File: config.mk
export PLATFORM = sky130hd
export DESIGN_NAME = alu_iterative
export DESIGN_NICKNAME = d
export VERILOG_FILES = /design/src/rtl/alu_iterative.sv
export SDC_FILE = /design/constraint.sdc
export NUM_CORES = 1
export LEC_CHECK = 0
export CORE_ASPECT_RATIO = 1.5
export CORE_UTILIZATION = 38
export CTS_CLUSTER_DIAMETER = 150
export DETAILED_ROUTE_END_ITERATION = 7
export GPL_TIMING_DRIVEN = 0
export PLACE_DENSITY = 0.6
export REMOVE_ABC_BUFFERS = 1
export SLEW_MARGIN = 30
export SYNTH_ARGS = -nofsm -noshare
export SYNTH_HDL_FRONTEND = slang
export SYNTH_SLANG_ARGS = --single-unit
File: constraint.sdc
create_clock -name clock -period 7.45 [get_ports clock]
set_clock_uncertainty 0.05 [all_clocks]
set_input_delay 0.745 -clock clock [delete_from_list [all_inputs] [get_ports clock]]
set_output_delay 0.745 -clock clock [all_outputs]
set_load 0.03 [all_outputs]
File: src/rtl/alu_iterative.sv
// Handshaked WIDTH-bit ALU: single-cycle logic/shift/add ops plus iterative
// shift-add multiply and restoring divide, with registered result and flags.
module alu_iterative #(
  parameter int WIDTH = 16,
  localparam int SHW = $clog2(WIDTH)
) (
  input  logic             clock,
  input  logic             reset,
  input  logic             in_valid,
  output logic             in_ready,
  input  logic [3:0]       op_code,
  input  logic [WIDTH-1:0] source,
  input  logic [WIDTH-1:0] destination,
  input  logic             signed_mode,
  input  logic             carry_in,
  output logic             out_valid,
  input  logic             out_ready,
  output logic [WIDTH-1:0] result,
  output logic [WIDTH-1:0] remainder,
  output logic             carry,
  output logic             overflow,
  output logic             zero,
  output logic             negative,
  output logic             div_by_zero
);

  if ((WIDTH < 8) || (WIDTH % 2 != 0)) begin : g_width_check
    $error("alu_iterative: WIDTH must be even and >= 8");
  end

  localparam int               H       = WIDTH / 2;
  localparam logic [WIDTH-1:0] WIDTH_V = WIDTH'(WIDTH);
  localparam logic [SHW:0]     ITERS   = (SHW+1)'(WIDTH);

  typedef enum logic [2:0] {IDLE, EXEC, MUL, DIV, DONE} state_t;

  state_t           state_q;
  logic [3:0]       op_q;
  logic [WIDTH-1:0] s_q, d_q;
  logic             sm_q, cin_q;
  logic [SHW:0]     cnt_q;
  logic [WIDTH-1:0] acc_q, mq_q;
  logic [WIDTH-1:0] result_q, remainder_q;
  logic             carry_q, overflow_q, zero_q, negative_q, dbz_q;

  // Adder shared by A, B and E; B adds ~S with a forced carry of 1.
  logic [WIDTH-1:0] addend;
  logic             add_cin;
  logic [WIDTH:0]   sum_d;
  logic             shift_big;
  logic [SHW-1:0]   shamt;
  logic [WIDTH-1:0] shl_d, shr_d;

  // NOTE: every always_comb output gets a default first so no latch is inferred.
  always_comb begin
    addend    = (op_q == 4'hB) ? ~s_q : s_q;
    add_cin   = (op_q == 4'hB) ? 1'b1 : ((op_q == 4'hE) ? cin_q : 1'b0);
    sum_d     = {1'b0, d_q} + {1'b0, addend} + {{WIDTH{1'b0}}, add_cin};
    shift_big = (s_q >= WIDTH_V);
    shamt     = s_q[SHW-1:0];
    shl_d     = shift_big ? '0 : (d_q << shamt);
    if (shift_big)
      shr_d = sm_q ? {WIDTH{d_q[WIDTH-1]}} : '0;
    else
      shr_d = sm_q ? $unsigned($signed(d_q) >>> shamt) : (d_q >> shamt);
  end

  // One step of each iterative unit: {acc,mq} holds the product or remainder/quotient.
  logic [WIDTH:0]   mul_sum_d;
  logic [WIDTH:0]   div_shift_d, div_trial_d;
  logic             qbit_d;

  always_comb begin
    mul_sum_d   = {1'b0, acc_q} + (mq_q[0] ? {1'b0, s_q} : '0);
    div_shift_d = {acc_q, mq_q[WIDTH-1]};
    div_trial_d = div_shift_d - {1'b0, s_q};
    qbit_d      = ~div_trial_d[WIDTH];
  end

  // Values loaded into the output registers when entering DONE.
  logic [WIDTH-1:0] ld_res_d, ld_rem_d;
  logic             ld_carry_d, ld_ovf_d, ld_dbz_d;

  always_comb begin
    ld_res_d   = '0;
    ld_rem_d   = '0;
    ld_carry_d = 1'b0;
    ld_ovf_d   = 1'b0;
    ld_dbz_d   = 1'b0;
    case (state_q)
      MUL: begin
        ld_res_d = (op_q == 4'hC) ? mq_q : acc_q;
        ld_ovf_d = (op_q == 4'hC) && (acc_q != '0);
      end
      DIV: begin
        ld_res_d = mq_q;
        ld_rem_d = acc_q;
      end
      default: begin
        case (op_q)
          4'h0: ld_res_d = s_q;
          4'h1: ld_res_d = s_q & d_q;
          4'h2: ld_res_d = s_q | d_q;
          4'h3: ld_res_d = s_q ^ d_q;
          4'h4: ld_res_d = '0 - s_q;
          4'h5: ld_res_d = shl_d;
          4'h6: ld_res_d = shr_d;
          4'h7: ld_res_d = {s_q[H-1:0], s_q[WIDTH-1:H]};
          4'h8: ld_res_d = {s_q[WIDTH-1:H], {H{1'b0}}};
          4'h9: ld_res_d = {{H{1'b0}}, s_q[H-1:0]};
          4'hA, 4'hB, 4'hE: begin
            ld_res_d   = sum_d[WIDTH-1:0];
            ld_carry_d = sum_d[WIDTH];
            ld_ovf_d   = (d_q[WIDTH-1] == addend[WIDTH-1]) &&
                         (sum_d[WIDTH-1] != d_q[WIDTH-1]);
          end
          4'hF: begin
            // Only reached with S == 0; a real divide goes through DIV.
            ld_res_d = '1;
            ld_rem_d = d_q;
            ld_dbz_d = 1'b1;
          end
          default: ld_res_d = '0;
        endcase
      end
    endcase
  end

  // NOTE: the whole datapath is reset so every output reads 0 during reset.
  always_ff @(posedge clock or posedge reset) begin
    if (reset) begin
      state_q     <= IDLE;
      op_q        <= '0;
      s_q         <= '0;
      d_q         <= '0;
      sm_q        <= 1'b0;
      cin_q       <= 1'b0;
      cnt_q       <= '0;
      acc_q       <= '0;
      mq_q        <= '0;
      result_q    <= '0;
      remainder_q <= '0;
      carry_q     <= 1'b0;
      overflow_q  <= 1'b0;
      zero_q      <= 1'b0;
      negative_q  <= 1'b0;
      dbz_q       <= 1'b0;
    end else begin
      // NOTE: non-blocking assignments keep every register update in the same edge.
      case (state_q)
        IDLE: begin
          if (in_valid) begin
            op_q  <= op_code;
            s_q   <= source;
            d_q   <= destination;
            sm_q  <= signed_mode;
            cin_q <= carry_in;
            cnt_q <= '0;
            acc_q <= '0;
            mq_q  <= destination;
            if ((op_code == 4'hC) || (op_code == 4'hD))
              state_q <= MUL;
            else if ((op_code == 4'hF) && (source != '0))
              state_q <= DIV;
            else
              state_q <= EXEC;
          end
        end
        MUL, DIV: begin
          if (cnt_q == ITERS) begin
            state_q <= DONE;
          end else begin
            cnt_q <= cnt_q + (SHW+1)'(1);
            if (state_q == MUL) begin
              acc_q <= mul_sum_d[WIDTH:1];
              mq_q  <= {mul_sum_d[0], mq_q[WIDTH-1:1]};
            end else begin
              acc_q <= qbit_d ? div_trial_d[WIDTH-1:0] : div_shift_d[WIDTH-1:0];
              mq_q  <= {mq_q[WIDTH-2:0], qbit_d};
            end
          end
        end
        EXEC:    state_q <= DONE;
        DONE:    if (out_ready) state_q <= IDLE;
        default: state_q <= IDLE;
      endcase

      if ((state_q == EXEC) || (((state_q == MUL) || (state_q == DIV)) && (cnt_q == ITERS))) begin
        result_q    <= ld_res_d;
        remainder_q <= ld_rem_d;
        carry_q     <= ld_carry_d;
        overflow_q  <= ld_ovf_d;
        zero_q      <= (ld_res_d == '0);
        negative_q  <= ld_res_d[WIDTH-1];
        dbz_q       <= ld_dbz_d;
      end
    end
  end

  assign in_ready    = (state_q == IDLE) && !reset;
  assign out_valid   = (state_q == DONE);
  assign result      = result_q;
  assign remainder   = remainder_q;
  assign carry       = carry_q;
  assign overflow    = overflow_q;
  assign zero        = zero_q;
  assign negative    = negative_q;
  assign div_by_zero = dbz_q;

endmodule

==> qor.txt <==
Outcome = completed
Syn avg cell area = 8.294 µm²
Layout cells sized above 1 = 8.518%
Row count = 77
Max_cap viols = 0
Crit path capture type = flip-flop
Max-slew violations = 0
Reg-to-Reg Start = op_q[0]
GRT overflow = 0
DIE AREA = 30520 µm²
Most frequent cells in the layout = 159 x nand2_1, 113 x o21ai_0, 105 x dfrtp_1, 92 x nor2_1, 83 x ha_1
Hold-fix buffers at CTS = 0
Post-synth EDFFs = 0
Clock power share = 11.3%
Actual slew at the worst max-slew pin = 1.060 ns
Worst Setup Start Kind = flip-flop
Clock Pin Slew Worst Setup and Hold Paths = 0.06 ns
Logic pwr share = 64.9%
Reg2Reg Capture Point = zero
Worst hold margin = 0.4215 ns
CTS Sinks = 114
Antenna violations before repair = 0
Dpl hpwl = 35.14 mm
Max VDD drop = 0.0002058 V
Final Hold Viols = 0
Antenna cell count = 0
Antenna Nets Post-Route = 0
R2R depth = 15
# port buffers = 80
Wire length of the first global-routing pass = 70.74 mm
Vias in the first global route = 11.24k
Final min period = 5.561 ns
Via density = 6.284
#FFs+latches synth = 114
Share of power burned in registers = 23.9%
Cell Pwr Density = 546.8 nW/µm²
Num CTS Buffers = 17
Hold Path Class = flip-flop to flip-flop
WP data arrival = 5.85 ns
Critical path class = flip-flop to flip-flop
Post-synth ARST share = 100.0%
IO Count = 81
Chip Height = 213.5 µm
# nets final = 1513
Longest Clk Path Bufs = 2
Most common library cell in the layout ignoring fill and taps = nand2_1
Post-Route WL = 47.47 mm
Synth Instances = 1366
Switching share of power = 54.84%
Crit-path max FO = 47
Pwr Total = 7.140 mW
Drt wl/cell = 26.49 µm
Routed vias = 11.26k
RSZ-0062 raised after global routing = false
Final cycle utilization of the critical path = 74.64%
1st-pass router iterations = 5
RD Place Congestion = 1.012
Leak = 5.526 nW
Setup crit end = zero
Area delta synth->final = 15.25%
Main flop type after synthesis = dfrtp_1
Internal = 3.225 mW
Slew headroom = 29.09%
Synth warn = 0
Final setup violation count = 0
Sw power = 3.916 mW
Iter 0 DRT Violations = 962
CTS H-tree lvls = 4
Post-synth cell types = 90
Setup bufs post-CTS = 0
CP Launch Point = op_q[0]
Remaining DRCs = 0
CTS tree = built
Initial Util = 38.56%
R2R setup slack = 1.89 ns
Pin count of the biggest net entering global routing = 70
Post-Synthesis Cell Area = 11330 µm²
Cts repair resizes = 0
Core area = 29380 µm²
Die W = 143.0 µm
Latest clock arrival within the worst-skew pair = 0.44 ns
Highest clock rate = 0.1798 GHz
CP Data Required Time = 7.74 ns
Root Buffer = clkbuf_16
Register area share after synthesis = 25.18%
GRT Resource Usage Total = 32.21%
## through the flow
| step | utilization (%) | area, µm² | setup slack, ns | TNS [ns] | std cells |
|---|---|---|---|---|---|
| 2_1_floorplan | - | 10930 | 2.595 | 0 | 1277 |
| 3_3_place_gp | 41.61 | 12230 | -0.2391 | -0.6859 | 1752 |
| 3_5_place_dp | 42.51 | 12490 | 1.966 | 0 | 1760 |
| 4_1_cts | 44.44 | 13060 | 1.939 | 0 | 1792 |
| 5_1_grt | 44.44 | 13060 | 1.598 | 0 | 1792 |
| 6_report | 44.44 | 13060 | 1.889 | 0 | 1792 |
## per-layer routing
layer	wire [µm]	global-route usage (%)	vias to the layer above
li1	-	-	5110
met1	17350	35.14	5429
met2	23210	54.99	522
met3	2715	4.958	200
met4	4190	26.77	0
met5	0	0	-
## registers in the layout, indices dropped and copies added (netlist names)
signal / count
acc_q: 16
mq_q: 16
cnt_q: 5
cin_q: 1
op_q: 4
state_q: 3
d_q: 16
overflow: 1
s_q: 16
sm_q: 1
zero: 1
carry: 1
div_by_zero: 1
result: 16
remainder: 16
## power groups by stage
| stage | logic, mW | registers (mW) | clock network, mW |
|---|---|---|---|
| 4_1_cts | 4.58 | 1.67 | 0.811 |
| 6_report | 4.63 | 1.71 | 0.804 |
| 2_1_floorplan | 3.02 | 1.42 | 0 |
| 3_3_place_gp | 4.36 | 1.75 | 0 |
| 5_1_grt | 5.01 | 1.72 | 0.837 |
| 3_5_place_dp | 4.56 | 1.68 | 0 |
## logic make-up (layout without fill, tap and decap cells)
logic type	Yosys count	after routing	synth area share (%)
compound gates	403	403	24.45
xor+xnor	57	57	4.406
fa+ha+maj	87	87	9.873
buf+inv	142	173	5.268
flops	114	114	25.18
mux	103	103	10.79
simple gates	460	460	20.03
## cells in the mapped netlist, types with 5 or more instances
master / count / share of area [%]
dfrtp_1: 114 / 25
a221oi_1: 10 / 0.77
o221ai_1: 16 / 1.2
o21a_1: 11 / 0.73
nand2_1: 159 / 5.3
and3_1: 24 / 1.3
a21oi_1: 69 / 3.0
nand4_1: 8 / 0.44
o22ai_1: 10 / 0.55
nor2_1: 96 / 3.2
xnor2_1: 43 / 3.3
o32ai_1: 7 / 0.54
a221o_1: 17 / 1.5
nor4_1: 13 / 0.72
mux4_2: 13 / 2.6
clkbuf_1: 52 / 1.7
and2_1: 25 / 1.4
o31ai_1: 9 / 0.60
buf_2: 21 / 0.93
a31oi_1: 9 / 0.50
xor2_1: 14 / 1.1
o211ai_1: 10 / 0.66
mux2i_1: 67 / 5.9
or2_2: 6 / 0.33
a21o_1: 18 / 1.2
o21ai_0: 113 / 5.0
nand3_1: 29 / 1.3
nor2b_1: 20 / 1.1
mux2_2: 23 / 2.3
nand2b_1: 12 / 0.66
a2111oi_0: 5 / 0.39
buf_1: 9 / 0.30
or3_1: 9 / 0.50
nor3_1: 29 / 1.3
a22oi_1: 10 / 0.66
inv_1: 49 / 1.6
nand3b_1: 7 / 0.46
a211o_1: 5 / 0.39
a22o_1: 7 / 0.54
ha_1: 83 / 9.2
a211oi_1: 15 / 0.99
a311oi_1: 5 / 0.39
o2111ai_1: 5 / 0.39
## area by class of cell
type / instances / area (µm²)
well taps: 395 / 494.2
clock buffers: 23 / 457.9
repair buffers: 88 / 980.9
flip-flops and latches: 114 / 2869
clock inverters: 9 / 107.6
fillers: 2956 / 16330
multi-input cells: 1110 / 7941
inverters: 53 / 206.4
## worst min-delay path by stage
| stage | startpoint | to | depth (start not counted) |
|---|---|---|---|
| floorplan | cin_q | cin_q | 2 |
| finish | cin_q | cin_q | 2 |
| global route | result[9] | result[9] | 2 |
| CTS | cin_q | cin_q | 2 |
| global placement | cin_q | cin_q | 2 |
| detailed placement | cin_q | cin_q | 2 |
## worst max-delay path, cell delays in order, from the launching register on
cell	delay [ns]
dfrtp_2	0.89
clkinv_1	0.62
mux2_2	0.43
nor2_1	0.14
fa_1	0.22
inv_1	0.06
fa_1	0.41
nor2b_1	0.22
o31a_1	0.37
o2111ai_1	0.17
a21boi_0	0.47
mux2i_1	0.29
o221ai_1	0.19
a2111oi_2	0.40
nand4_1	0.19
o41ai_2	0.32
No activity file was read; power rests on OpenSTA's default activity.
